File: config.mk
export PLATFORM = sky130hd
export DESIGN_NAME = voice_allocator
export DESIGN_NICKNAME = d
export VERILOG_FILES = /design/src/rtl/voice_allocator.sv
export SDC_FILE = /design/constraint.sdc
export NUM_CORES = 1
export LEC_CHECK = 0
export BUFFER_PORTS_ARGS = -buffer_cell sky130_fd_sc_hd__buf_2
export CAP_MARGIN = 0
export CORE_MARGIN = 2
export CORE_UTILIZATION = 57
export DETAILED_ROUTE_END_ITERATION = 12
export GPL_TIMING_DRIVEN = 0
export PLACE_DENSITY = 0.93
export SYNTH_ARGS = -nofsm -noshare
export SYNTH_HDL_FRONTEND = slang
export SYNTH_SLANG_ARGS = --single-unit
File: constraint.sdc
create_clock -name clk -period 9.7 [get_ports clk]
set_input_delay 0 -clock clk [delete_from_list [all_inputs] [get_ports clk]]
set_output_delay 0 -clock clk [all_outputs]
set_load 0.02 [all_outputs]
File: src/rtl/voice_allocator.sv
// rtl/voice_allocator.sv - three-voice note allocator and sample mixer; VOICE_STEAL_EN reuses the oldest voice when all are busy
module voice_allocator #(
    parameter int SAMPLE_TIMEOUT = 255
) (
    input  logic               clk,
    input  logic               reset,
    input  logic               play,
    input  logic               load_new_note,
    input  logic [5:0]         note_in,
    input  logic [5:0]         duration_in,
    input  logic               generate_next_sample,
    input  logic [2:0]         voice_busy,
    input  logic [47:0]        voice_sample,
    input  logic [2:0]         voice_sample_ready,
    output logic [2:0]         voice_load,
    output logic [5:0]         voice_note,
    output logic [5:0]         voice_duration,
    output logic [2:0]         voice_gen,
    output logic signed [15:0] sample_out,
    output logic               new_sample_ready,
    output logic               note_dropped
);

    localparam int TW = $clog2(SAMPLE_TIMEOUT + 1);

    typedef enum logic [2:0] {IDLE, REQ, WAIT, MIX, OUT} seq_state_t;

    // ---------------- allocation ----------------
    logic [2:0] load_d1;
    logic [1:0] age_old, age_mid, age_young;
    logic [1:0] age_old_n, age_mid_n, age_young_n;
    logic [2:0] recent, free, lowest, target;
    logic [1:0] tgt_idx;
    logic       drop;

    // A player raises voice_busy a couple of cycles after its load pulse,
    // so voices loaded this cycle or last are treated as taken.
    always_comb begin
        recent = voice_load | load_d1;
        free   = ~voice_busy & ~recent;
        if (free[0])      lowest = 3'b001;
        else if (free[1]) lowest = 3'b010;
        else if (free[2]) lowest = 3'b100;
        else              lowest = 3'b000;
`ifdef VOICE_STEAL_EN
        target = (|free) ? lowest : (3'b001 << age_old);
        drop   = 1'b0;
`else
        target = lowest;
        drop   = ~(|free);
`endif
        case (target)
            3'b010:  tgt_idx = 2'd1;
            3'b100:  tgt_idx = 2'd2;
            default: tgt_idx = 2'd0;
        endcase
    end

    always_comb begin
        age_old_n   = age_old;
        age_mid_n   = age_mid;
        age_young_n = age_young;
        if (age_old == tgt_idx) begin
            age_old_n   = age_mid;
            age_mid_n   = age_young;
            age_young_n = tgt_idx;
        end else if (age_mid == tgt_idx) begin
            age_mid_n   = age_young;
            age_young_n = tgt_idx;
        end
    end

    always_ff @(posedge clk) begin
        if (reset) begin
            voice_load     <= 3'b000;
            voice_note     <= 6'd0;
            voice_duration <= 6'd0;
            note_dropped   <= 1'b0;
            load_d1        <= 3'b000;
            age_old        <= 2'd2;
            age_mid        <= 2'd1;
            age_young      <= 2'd0;
        end else begin
            voice_load   <= 3'b000;
            note_dropped <= 1'b0;
            load_d1      <= voice_load;
            if (load_new_note && play) begin
                note_dropped <= drop;
                if (target != 3'b000) begin
                    voice_load     <= target;
                    voice_note     <= note_in;
                    voice_duration <= duration_in;
                    age_old        <= age_old_n;
                    age_mid        <= age_mid_n;
                    age_young      <= age_young_n;
                end
            end
        end
    end

    // ---------------- sample sequencer ----------------
    seq_state_t        state, state_n;
    logic [1:0]        v, v_n;
    logic signed [17:0] acc, acc_n;
    logic [TW-1:0]     cnt, cnt_n;
    logic [2:0]        gen_n;
    logic              nsr_n;
    logic signed [15:0] out_n;
    logic [15:0]       cur_sample;
    logic signed [17:0] cur_ext;

    always_comb begin
        case (v)
            2'd1:    cur_sample = voice_sample[31:16];
            2'd2:    cur_sample = voice_sample[47:32];
            default: cur_sample = voice_sample[15:0];
        endcase
        cur_ext = {{2{cur_sample[15]}}, cur_sample};
    end

    always_comb begin
        state_n = state;
        v_n     = v;
        acc_n   = acc;
        cnt_n   = cnt;
        gen_n   = 3'b000;
        nsr_n   = 1'b0;
        out_n   = sample_out;
        case (state)
            IDLE: begin
                if (generate_next_sample) begin
                    state_n = REQ;
                    acc_n   = 18'sd0;
                    v_n     = 2'd0;
                end
            end
            REQ: begin
                cnt_n = '0;
                if (voice_busy[v]) begin
                    gen_n   = 3'b001 << v;
                    state_n = WAIT;
                end else if (v == 2'd2) begin
                    state_n = MIX;
                end else begin
                    v_n = v + 2'd1;
                end
            end
            WAIT: begin
                if (voice_sample_ready[v] || cnt == TW'(SAMPLE_TIMEOUT - 1)) begin
                    if (voice_sample_ready[v])
                        acc_n = acc + cur_ext;
                    if (v == 2'd2) begin
                        state_n = MIX;
                    end else begin
                        v_n     = v + 2'd1;
                        state_n = REQ;
                    end
                end else begin
                    cnt_n = cnt + TW'(1);
                end
            end
            MIX: begin
                if (acc > 18'sd32767)
                    acc_n = 18'sd32767;
                else if (acc < -18'sd32768)
                    acc_n = -18'sd32768;
                state_n = OUT;
            end
            OUT: begin
                out_n   = acc[15:0];
                nsr_n   = 1'b1;
                state_n = IDLE;
            end
            default: state_n = IDLE;
        endcase
    end

    always_ff @(posedge clk) begin
        if (reset) begin
            state            <= IDLE;
            v                <= 2'd0;
            acc              <= 18'sd0;
            cnt              <= '0;
            voice_gen        <= 3'b000;
            new_sample_ready <= 1'b0;
            sample_out       <= 16'sd0;
        end else begin
            state            <= state_n;
            v                <= v_n;
            acc              <= acc_n;
            cnt              <= cnt_n;
            voice_gen        <= gen_n;
            new_sample_ready <= nsr_n;
            sample_out       <= out_n;
        end
    end

endmodule

* After elaboration in Yosys (flattened, before gate mapping)
Index checks and enable logic that the tools add are counted.
Cells by class: add/sub/neg operators 3, order comparisons 3, equality and inequality tests 14, shift-type cells 1, multiplexer cells 28, bitwise logic cells 9, reductions and logical operators 16
Operators by type and width (count):
- 18-bit two-way mux | 5
- 18-bit case mux with 3 select lines | 1
- 16-bit case mux with 2 select lines | 1
- 3-bit two-way mux | 7
- 18-bit by 16-bit adder with 18-bit output | 1
- 18-bit by 16-bit > comparator with 1-bit output, second input constant | 1
- 18-bit by 16-bit less-than comparator with 1-bit output, second input constant | 1
- 8-bit case mux with 2 select lines | 1
- 3-bit case mux with 4 select lines | 1
- 2-bit two-way mux | 5
- 2-bit inequality test, second input constant | 5
- 3-bit nonzero test | 3
- 3-bit OR reduction | 3
- 8-bit by 1-bit adder with 8-bit output, second input constant | 1
- 8-bit == test, second input constant | 1
- 8-bit two-way mux | 1
- 3-bit by 2-bit == test with 1-bit output, second input constant | 2
- 3-bit inequality test, second input constant | 2
- 3-bit NOT | 2
- 2-bit case mux with 3 select lines | 1
- 1-bit NOT | 5
- 5-bit AND reduction | 1
- 1-bit binary-select mux with 2-bit select | 2
- 2-bit AND reduction | 2
- 17 further kinds | 19
Storage, ports and cells: register bits 70, input bits 71, output and inout bits 36, word-level logic and storage cells 86

* Depth between registers and ports, before layout
Gate-level depths: netlist of run 1.
word-level depth 9, gate-level depth with buffers 17, mapped depth without buffers 14

* Worst setup path after synthesis of run 1
No wires, ideal clock.
path kind register to register, from register v[0], to register acc[16], library setup time 0.117 ns, arrival time 3.031 ns, required time 9.583 ns, setup slack 6.553 ns, stages on the path, launching flop included 18, path buffers 3, period minus slack after synthesis 3.147 ns, cell sequence dfxtp_1 -> buf_2 -> inv_1 -> ha_1 -> buf_2 -> clkbuf_1 -> a22oi_1 -> o21ai_0 -> ha_1 -> inv_1 -> fa_1 -> nor2b_1 -> o2111ai_1 -> nand3b_1 -> a41oi_1 -> o21ai_0 -> mux2i_1 -> nor2_1
Between the ends: cells in the longest elaborated chain, start to end 6, elaborated cells between the ends (all ways) 13, those cells by class add/sub (1); eq/ne (4); mux (6); reduce/logical (2)
Ends and longest elaborated chain:
- start, declared | RTL line 103 | logic [1:0] v, v_n;
- start signal, assigned | RTL line 189 | v <= v_n;
- 2-bit == test or 2-bit by 1-bit == test with 1-bit output (tied branches) | RTL line 113 | case (v)
- 16-bit case mux with 2 select lines | RTL line 113
- 18-bit by 16-bit adder with 18-bit output | RTL line 151 | acc_n = acc + cur_ext;
- 18-bit two-way mux | RTL line 150 | if (voice_sample_ready[v])
- 18-bit two-way mux | RTL line 149 | if (voice_sample_ready[v] || cnt == TW'(SAMPLE_TIMEOUT - 1)) begin
- 18-bit case mux with 3 select lines | RTL line 129 | case (state)
- end signal, assigned | RTL line 190 | acc <= acc_n;
- end, declared | RTL line 104 | logic signed [17:0] acc, acc_n;
Several ways; a longest one is shown, not always the timed one. The select of a mux whose other input is x is not followed. A chain may end at the register's enable or synchronous reset.

* Worst setup path in the final report of run 1
from register v[1], to register acc[16]
Same word-level chain as after synthesis.

==> flow_summary.json, run 1 <==
{
  "status": "finished, final reports clean",
  "cts_buffer_depth": 2,
  "skew_ns": 0.006998,
  "synth_fp_nets": 578,
  "path_buf_inv": 4,
  "grt_overflow": 0,
  "cts_root_buffer": "clkbuf_8",
  "syn_area_per_cell_um2": 8.106,
  "synthDistinctLibCells": 59,
  "setup_ws_ns": 5.639,
  "drt-wirelength-per-cell_um": 15.84,
  "fin_crit_ns": 4.061,
  "drt-initial-drc-count": 268,
  "worst_slew_pin_slew_ns": 0.7171,
  "setup_viol": 0,
  "cts_inserted_buffers": 9,
  "vdd_drop_max_v": 0.0001175,
  "synth-async-reset-ratio_pct": 0,
  "hold_violations": 0,
  "start_kind": "register",
  "cts_tree": "built",
  "cp-end-kind": "register",
  "postSynthCellCount": 485,
  "grt_start_max_net_pins": 12,
  "cp_data_required_time_ns": 9.95,
  "placedCellCount": 670,
  "first_global_vias": 3898,
  "chipWidth_um": 87.05,
  "slowest_delay_ns": 0.46,
  "vias": 4129,
  "path_class": "register to register",
  "period_share_pct": 41.86,
  "insertion_delay_ns": 0.36,
  "core-area_um2": 6719,
  "dp_hpwl_mm": 7.910,
  "hold-worst-slack_ns": 0.05961,
  "max-cap-violations": 0,
  "io_buffer_count": 105,
  "insertedDiodeCount": 0,
  "drt-total-wl_mm": 11.13,
  "finalSetupTns_ns": 0,
  "final-instance-count-excl-fill": 703,
  "row_count": 30,
  "max_freq_ghz": 0.2463,
  "first_pass_iters": 7,
  "cp.arrival_ns": 4.31,
  "drive_gt1_share_pct": 22.15,
  "p_leak_nw": 2.149,
  "fp.dieH_um": 87.05,
  "slowest_stage": "clkbuf_1",
  "gp_congestion": 0.9344,
  "slew-limit-headroom_pct": 51.87,
  "antenna_found_initial": 0,
  "path_max_fanout": 10,
  "dieArea_um2": 7577,
  "initial_utilization_pct": 58.51,
  "pin_count": 107,
  "utilization_pct": 73.13,
  "ant_nets": 0,
  "pre_cts_slack_ns": 5.710,
  "cts_resized": 0,
  "ys.flop_type": "dfxtp_1",
  "syn_area_um2": 3931,
  "syn_to_final_growth_pct": 24.98,
  "crit_chain": "inv_1 -> ha_1 -> clkbuf_1 -> clkbuf_1 -> a22oi_1 -> o21ai_0 -> ha_1 -> inv_1 -> fa_1 -> nor2b_1 -> o2111ai_1 -> nand3b_1 -> a41oi_1 -> o21ai_0 -> mux2i_1 -> nor2_1",
  "cts-htree-levels": 3,
  "grt_usage_pct": 29.90,
  "hold_path_class": "primary input to register",
  "yosysSeqAreaShare_pct": 35.65,
  "grt_pass1_wl_mm": 17.68,
  "ys_ff_latch": 70,
  "viasPerCell": 5.873,
  "maxSlewViolCount": 0,
  "synth_edf_count": 0,
  "clk_pin_slew_ns": 0.08,
  "clock-sinks": 70,
  "nNetsFinal": 711,
  "power_density_nw_per_um2": 152.6,
  "ys_warn_count": 0,
  "crit_family": "buffers and inverters",
  "drc_errors": 0,
  "rsz0062_at_grt": "no",
  "cts_setup_buffers": 0
}
-- timing repair --
action / 4_1_cts / 5_1_grt
endpoints found under the hold margin: 16 / 0
setup endpoints to repair: 0 / 0
hold buffers: 17 / 0
-- cells by family (layout without fill, tap and decap cells) --
group,Yosys count,in the layout,synth area share [%]
simple gates,194,194,23.20
fa+ha+maj,22,22,7.193
mux,19,19,4.838
buf+inv,35,173,3.946
compound gates,126,126,20.94
xor+xnor,19,19,4.233
flops,70,70,35.65
-- layout make-up --
class	instances	area, µm²
inverters	8	30.03
well taps	80	100.1
clock buffers	13	168.9
plain buffers	27	125.1
repair buffers	122	695.7
multi-input cells	380	2375
fillers	495	1805
flip-flops and latches	70	1401
clock inverters	3	17.52
-- through the flow --
stage | area [µm²] | power [mW]
finish | 4913 | 0.7496
global route | 4913 | 0.7853
CTS | 4913 | 0.7433
detailed placement | 4557 | 0.5195
global placement | 4557 | 0.5098
floorplan | 3931 | 0.4645
-- synth_stat cells (4+ instances only) --
master	number	area share, %
dfxtp_1	70	36
nand2_1	65	6.2
nor2_1	54	5.2
a21oi_1	45	5.7
nor3_1	23	2.9
o21ai_0	23	2.9
ha_1	21	6.7
mux2i_1	19	4.8
a22oi_1	16	3.1
clkbuf_1	16	1.5
xnor2_1	12	2.7
nand3_1	10	1.3
inv_1	8	0.76
buf_2	7	0.89
xor2_1	7	1.6
and2_1	6	0.95
nand3b_1	6	1.1
a21o_1	5	0.95
nand2b_1	5	0.80
o211ai_1	5	0.95
a211oi_1	4	0.76
nor2b_1	4	0.64
-- metal layers --
layer	routed length [µm]	GRT usage [%]
met1	4660	36.33
met2	5462	51.35
met3	764	6.256
met4	246	12.07
met5	0	0
-- power breakdown --
| group | internal (mW) | leakage, nW | total (mW) | switching [mW] |
|---|---|---|---|---|
| Combinational | 0.0879 | 1.48 | 0.210 | 0.123 |
| Clock | 0.113 | 0.0954 | 0.225 | 0.112 |
| Sequential | 0.301 | 0.569 | 0.314 | 0.0129 |
| Total | 0.502 | 2.15 | 0.750 | 0.247 |
-- placed cells by master (no fill, tap or decap), types with 3 or more instances in the layout --
master,Yosys,final
a211oi_1,4,4
a21o_1,5,5
a21oi_1,45,45
a22oi_1,16,16
a31oi_1,3,3
and2_1,6,6
and3_1,3,3
buf_2,7,112
clkbuf_1,16,17
clkbuf_8,0,12
dfxtp_1,70,70
dlygate4sd3_1,0,17
ha_1,21,21
inv_1,8,8
mux2i_1,19,19
nand2_1,65,65
nand2b_1,5,5
nand3_1,10,10
nand3b_1,6,6
nand4_1,3,3
nor2_1,54,54
nor2b_1,4,4
nor3_1,23,23
o211ai_1,5,5
o21ai_0,23,23
o21bai_1,3,3
or3_1,3,3
xnor2_1,12,12
xor2_1,7,7
-- final timing paths --
| check | start | to | slack (ns) | cells after the start |
|---|---|---|---|---|
| max reg2reg | v[1] | acc[16] | 5.64 | 16 |
| max | v[1] | acc[16] | 5.64 | 16 |
| min | load_new_note | voice_load[2] | 0.06 | 5 |
| min reg2reg | sample_out[4] | sample_out[4] | 0.45 | 2 |
-- registers in the layout, indices dropped and copies added (netlist names) --
register / count
cnt: 8
voice_gen: 3
note_dropped: 1
sample_out: 16
voice_load: 3
new_sample_ready: 1
state: 3
v: 2
load_d1: 3
voice_duration: 6
acc: 18
voice_note: 6
-- tightest hold or removal path, cell delays in order --
cell,delay [ns]
buf_2,0.09
nand2_1,0.09
nor2_1,0.06
nand2_1,0.08
nor3b_1,0.05
Power figures use the tool's default switching activity.
==> run 2, diff against run 1 <==
--- a/config.mk
+++ b/config.mk
@@ -8,10 +8,10 @@
 export BUFFER_PORTS_ARGS = -buffer_cell sky130_fd_sc_hd__buf_2
 export CAP_MARGIN = 0
 export CORE_MARGIN = 2
-export CORE_UTILIZATION = 57
+export CORE_UTILIZATION = 53
 export DETAILED_ROUTE_END_ITERATION = 12
 export GPL_TIMING_DRIVEN = 0
-export PLACE_DENSITY = 0.93
+export PLACE_DENSITY = 0.88
 export SYNTH_ARGS = -nofsm -noshare
 export SYNTH_HDL_FRONTEND = slang
 export SYNTH_SLANG_ARGS = --single-unit
==> constraint.sdc (replaced) <==
create_clock -name clk -period 4.04 [get_ports clk]
set_input_delay 0 -clock clk [delete_from_list [all_inputs] [get_ports clk]]
set_output_delay 0 -clock clk [all_outputs]
set_load 0.02 [all_outputs]
==> run 2 against run 1 <==
  * Via count down 3.4%
  * Cell count up 2.4%
  * Total power up 140%
  * Clock skew up 0.00072 ns
  * Design area up 0.64%
  * First-iteration DRC count down 40%
  * Die area up 7.2%
  * Hold slack better by 0.0088 ns
  * Worst setup slack worse by 5.4 ns
  * Largest power group unchanged
  * Highest routed layer unchanged
==> flow_summary.json, run 2 (synthesis results as in run 1) <==
{
  "status": "finished, final reports clean",
  "r2r_setup_slack_ns": 0.23,
  "vias": 3988,
  "viasPerCell": 5.539,
  "core-area_um2": 7214,
  "max_freq_ghz": 0.2623,
  "first_pass_iters": 5,
  "fin_crit_ns": 3.813,
  "cts_buffer_depth": 2,
  "fillers": 587,
  "total_power_mw": 1.834,
  "max-cap-violations": 0,
  "vdd_drop_max_v": 0.0002672,
  "hold_violations": 0,
  "clock-sinks": 70,
  "mostFrequentLayoutCells": "buf_2, dfxtp_1, nand2_1",
  "pin_count": 107,
  "nNetsFinal": 709,
  "crit_end": "acc[16]",
  "row_count": 31,
  "path_max_fanout": 10,
  "dpl_cell_area_um2": 4581,
  "cts_tree": "built",
  "cts-htree-levels": 3,
  "drt-wirelength-per-cell_um": 14.99,
  "io_buffer_count": 105,
  "reg.largest.list": "acc x18, sample_out x16, cnt x8",
  "grt_pass1_wl_mm": 18.12,
  "insertedDiodeCount": 0,
  "slew-limit-headroom_pct": 54.29,
  "maxSlewViolCount": 0,
  "grt_usage_pct": 27.18,
  "largest_reg_flops": 18,
  "final_common_cell": "buf_2",
  "rsz0062_at_grt": "no",
  "first_global_vias": 3929,
  "p_leak_nw": 2.150,
  "regMostFlops": "acc",
  "ant_nets": 0,
  "insertion_delay_ns": 0.35,
  "skew_ns": 0.007723,
  "hold_path_class": "primary input to register",
  "path_class": "register to register",
  "critPathLaunch": "v[0]",
  "r2r_cells": 16,
  "met3_length_um": 766,
  "drt-initial-drc-count": 160,
  "initial_utilization_pct": 54.49,
  "worst_slew_pin_slew_ns": 0.6810,
  "wl_met1_mm": 4.654,
  "grt_overflow": 0,
  "met2WireLength_mm": 5.128,
  "drive_gt1_share_pct": 22.38,
  "timing.rr.start": "v[0]",
  "cp-end-kind": "register",
  "cp_data_required_time_ns": 4.29,
  "antenna_found_initial": 0,
  "drt-total-wl_mm": 10.80,
  "fp.dieH_um": 90.13,
  "chipWidth_um": 90.13,
  "setup_viol": 0,
  "hp-start": "voice_busy[0]",
  "design_area_um2": 4945,
  "utilization_pct": 68.54,
  "power_density_nw_per_um2": 370.8,
  "syn_to_final_growth_pct": 25.78,
  "timing.rr.end": "acc[16]",
  "layout.area.seq_um2": 1401,
  "start_kind": "register",
  "drc_errors": 0,
  "multi_input_area_um2": 2375,
  "finalSetupTns_ns": 0,
  "period_share_pct": 94.37,
  "dieArea_um2": 8123,
  "routed.top_layer": "met4",
  "cp.arrival_ns": 4.06,
  "grt_start_max_net_pins": 13,
  "gp_congestion": 0.8697,
  "clk_pin_slew_ns": 0.08,
  "cts_root_buffer": "clkbuf_8",
  "cts_inserted_buffers": 9,
  "dp_hpwl_mm": 7.915
}
run 2: layer usage:
layer / up-vias / track usage (%)
li1: 1987 / -
met1: 1829 / 33.51
met2: 150 / 46.30
met3: 22 / 6.287
met4: 0 / 10.00
met5: - / 0
run 2: layout make-up:
type,count,share of cell area (%)
Clock inverter,5,1.189
Tap cell,99,2.505
Sequential cell,70,28.34
Clock buffer,11,2.859
Multi-Input combinational cell,380,48.03
Buffer,25,2.404
Timing Repair Buffer,122,14.07
Inverter,8,0.6073
run 2: worst max-delay path, cell delays in order (launching register included):
cell and delay (ns):
dfxtp_1 0.33, buf_2 0.21, inv_1 0.07, ha_1 0.40
clkbuf_1 0.39, nand2_1 0.08, o21ai_0 0.18, ha_1 0.28
inv_1 0.07, fa_1 0.41, nor2b_1 0.19, o2111ai_1 0.12
nand3b_1 0.18, a41oi_1 0.22, o21ai_0 0.28, mux2i_1 0.21
nor2_1 0.06
run 2: where the power goes:
group | switching, mW | internal [mW]
sequential | 0.0339 | 0.723
clock | 0.273 | 0.302
combinational | 0.291 | 0.211
total | 0.598 | 1.24
run 2: worst min path at each step:
stage	end	slack, ns	depth (start not counted)
finish	voice_load[1]	0.07	3
global route	voice_load[1]	0.10	3
CTS	voice_load[2]	0.05	5
detailed placement	voice_note[0]	0.24	3
global placement	voice_duration[2]	0.23	3
floorplan	voice_duration[1]	0.15	2
run 2: through the flow:
step / setup slack, ns / hold WS (ns) / instances
after global routing: 0.01937 / 0.1043 / 720
final: 0.2273 / 0.06839 / 720
after CTS: 0.01837 / 0.05425 / 722
after floorplan: 0.8926 / 0.1472 / 485
after detailed placement: 0.09067 / 0.2440 / 689
after global placement: 0.1641 / 0.2318 / 689
run 2: what timing repair did:
action | in CTS | in global routing
hold endpoints to repair | 16 | 0
hold buffers | 17 | 0
endpoints found under the setup margin | 0 | 6
buffers inserted | 0 | 0
gates resized for setup | 0 | 2
==> run 3, diff against run 2 <==
--- a/config.mk
+++ b/config.mk
@@ -5,10 +5,12 @@
 export SDC_FILE = /design/constraint.sdc
 export NUM_CORES = 1
 export LEC_CHECK = 0
+export ABC_AREA = 1
 export BUFFER_PORTS_ARGS = -buffer_cell sky130_fd_sc_hd__buf_2
 export CAP_MARGIN = 0
 export CORE_MARGIN = 2
-export CORE_UTILIZATION = 53
+export CORE_UTILIZATION = 54
+export CTS_CLUSTER_DIAMETER = 80
 export DETAILED_ROUTE_END_ITERATION = 12
 export GPL_TIMING_DRIVEN = 0
 export PLACE_DENSITY = 0.88
==> run 3 against run 2 <==
  * Die area up 3.7%
  * Global-route usage increased by 1.7 points
  * Combinational power rose to 3.7 times the previous value
  * Critical path type unchanged
  * Highest routed layer unchanged
==> flow_summary.json, run 3 <==
{
  "status": "finished, final reports clean",
  "max-cap-violations": 0,
  "grt_pass1_wl_mm": 19.64,
  "final_common_cell": "nand2_1",
  "insertion_delay_ns": 0.36,
  "design_area_um2": 5199,
  "row_count": 32,
  "max_freq_ghz": 0.2723,
  "period_share_pct": 90.90,
  "pre_cts_slack_ns": 0.4719,
  "postSynthCellCount": 632,
  "dieArea_um2": 8424,
  "final-instance-count-excl-fill": 872,
  "cts_buffer_depth": 2,
  "first_pass_iters": 5,
  "power_density_nw_per_um2": 639.3,
  "cp-end-kind": "register",
  "fin_crit_ns": 3.672,
  "ant_nets": 0,
  "worst_slew_pin_slew_ns": 0.6595,
  "layout.area.seq_um2": 1401,
  "antenna_found_initial": 0,
  "synth-async-reset-ratio_pct": 0,
  "nNetsFinal": 858,
  "cts_inserted_buffers": 9,
  "grt_overflow": 0,
  "drt-initial-drc-count": 358,
  "placedCellCount": 840,
  "cts_root_buffer": "clkbuf_8",
  "clk_pin_slew_ns": 0.07,
  "hold_path_class": "primary input to register",
  "pin_count": 107,
  "rsz0062_at_grt": "no",
  "drc_errors": 0,
  "largest_reg_flops": 18,
  "utilization_pct": 68.34,
  "syn_to_final_growth_pct": 24.92,
  "chipWidth_um": 91.79,
  "maxSlewViolCount": 0,
  "ys_warn_count": 0,
  "viasPerCell": 5.362,
  "first_global_vias": 4290,
  "vdd_drop_max_v": 0.0003583,
  "hold_violations": 0,
  "vias": 4676,
  "cp.arrival_ns": 3.96,
  "io_buffer_count": 106,
  "ys_ff_latch": 70,
  "grt_start_max_net_pins": 12,
  "synth_fp_nets": 725,
  "clock-sinks": 70,
  "synthDistinctLibCells": 29,
  "cts_resized": 0,
  "drt-total-wl_mm": 12.21,
  "multi_input_area_um2": 2326,
  "path_class": "register to register",
  "fillers": 627,
  "cp_data_required_time_ns": 4.32,
  "drive_gt1_share_pct": 19.22,
  "core-area_um2": 7607,
  "drt-wirelength-per-cell_um": 14.00,
  "dpl_cell_area_um2": 4820,
  "syn_area_per_cell_um2": 6.585,
  "setup_ws_ns": 0.3676,
  "finalSetupTns_ns": 0,
  "dp_hpwl_mm": 9.175,
  "regMostFlops": "acc",
  "yosys-top-cells-area": "dfxtp_1, nand2_1, o21ai_0",
  "cts_tree": "built",
  "synth_top_area_share_pct": 33.67,
  "reg.largest.list": "acc x18, sample_out x16, cnt x8",
  "initial_utilization_pct": 54.70,
  "synth_edf_count": 0,
  "ys.flop_type": "dfxtp_1",
  "setup_viol": 0,
  "skew_ns": 0.01035,
  "yosysTopAreaCell": "dfxtp_1",
  "grt_usage_pct": 28.88,
  "path_max_fanout": 10,
  "slew-limit-headroom_pct": 56.03,
  "cts-htree-levels": 3,
  "fp.dieH_um": 91.79,
  "synthTopCellsByCount": "nand2_1, inv_1, nor2_1",
  "syn_area_um2": 4161,
  "insertedDiodeCount": 0,
  "p_leak_nw": 2.626,
  "gp_congestion": 0.9360,
  "yosysMostFrequentCell": "nand2_1",
  "start_kind": "register",
  "yosysSeqAreaShare_pct": 33.67,
  "mostFrequentLayoutCells": "nand2_1, buf_2, inv_1, nor2_1, dfxtp_1"
}
==> run 3: changes by cell type after synthesis, moves of 14 or more <==
cell / previous run / this run
a22oi_1: 16 / 0
inv_1: 8 / 80
nor2_1: 54 / 80
a221o_1: 1 / 15
mux2i_1: 19 / 0
o21ai_0: 23 / 62
nor3_1: 23 / 6
nand3_1: 10 / 28
nand2_1: 65 / 152
==> run 3: power by group <==
| part | internal, mW | switching, mW |
|---|---|---|
| Combinational | 0.672 | 1.20 |
| Sequential | 0.774 | 0.0720 |
| Clock | 0.350 | 0.254 |
==> run 3: cell families after synthesis <==
kind of cell | share of synthesized area (%)
buf+inv | 10.43
simple gates | 28.77
flops | 33.67
fa+ha+maj | 6.795
compound gates | 19.27
xor+xnor | 1.052
==> run 3: path summary, 6_finish.rpt <==
check	startpoint	to	slack, ns	depth (start not counted)
max	v[0]	acc[16]	0.37	17
min	play	voice_load[1]	0.03	5
max reg2reg	v[0]	acc[16]	0.37	17
min reg2reg	voice_load[0]	load_d1[0]	0.45	2
==> run 3: what timing repair did <==
action | 4_1_cts | 5_1_grt
buffers inserted | 0 | 0
hold buffers | 16 | 0
endpoints found under the hold margin | 20 | 0
setup endpoints to repair | 0 | 0
==> run 3: critical path, stage by stage (launching register included) <==
cell      delay [ns]
dfxtp_1         0.37
inv_2           0.14
ha_1            0.15
clkbuf_1        0.51
buf_1           0.40
a221o_1         0.22
o21ai_0         0.08
inv_1           0.08
ha_1            0.21
inv_1           0.07
fa_1            0.39
o21ai_0         0.35
nand2_1         0.10
nand2_1         0.14
nand2_1         0.08
nand3b_1        0.09
nand3_1         0.08
a21oi_1         0.13
==> run 3: layout make-up <==
type                       count  share of cell area [%]
sequential                    70                   26.96
timing repair buffer         122                   13.29
inverter                      83                   5.993
buffer                        24                   2.359
tap                          102                   2.455
multi-input combinational    455                   44.74
clock inverter                 3                  0.7702
clock buffer                  13                   3.442
==> run 3: metrics by stage <==
step,power [mW],hold slack (ns)
floorplan,2.228,0.06907
finish,3.323,0.03007
global route,3.611,0.08192
CTS,3.290,0.02705
detailed placement,2.671,0.2282
global placement,2.603,0.2315
==> run 3: layer usage <==
metal	GRT usage (%)	vias to the layer above	routed length, µm	share of wire (%)
met4	10.82	0	307	2.5
met5	0	-	0	0
met1	34.64	2141	5066	42
li1	-	2330	-	-
met3	5.259	27	759	6.2
met2	51.29	178	6072	50
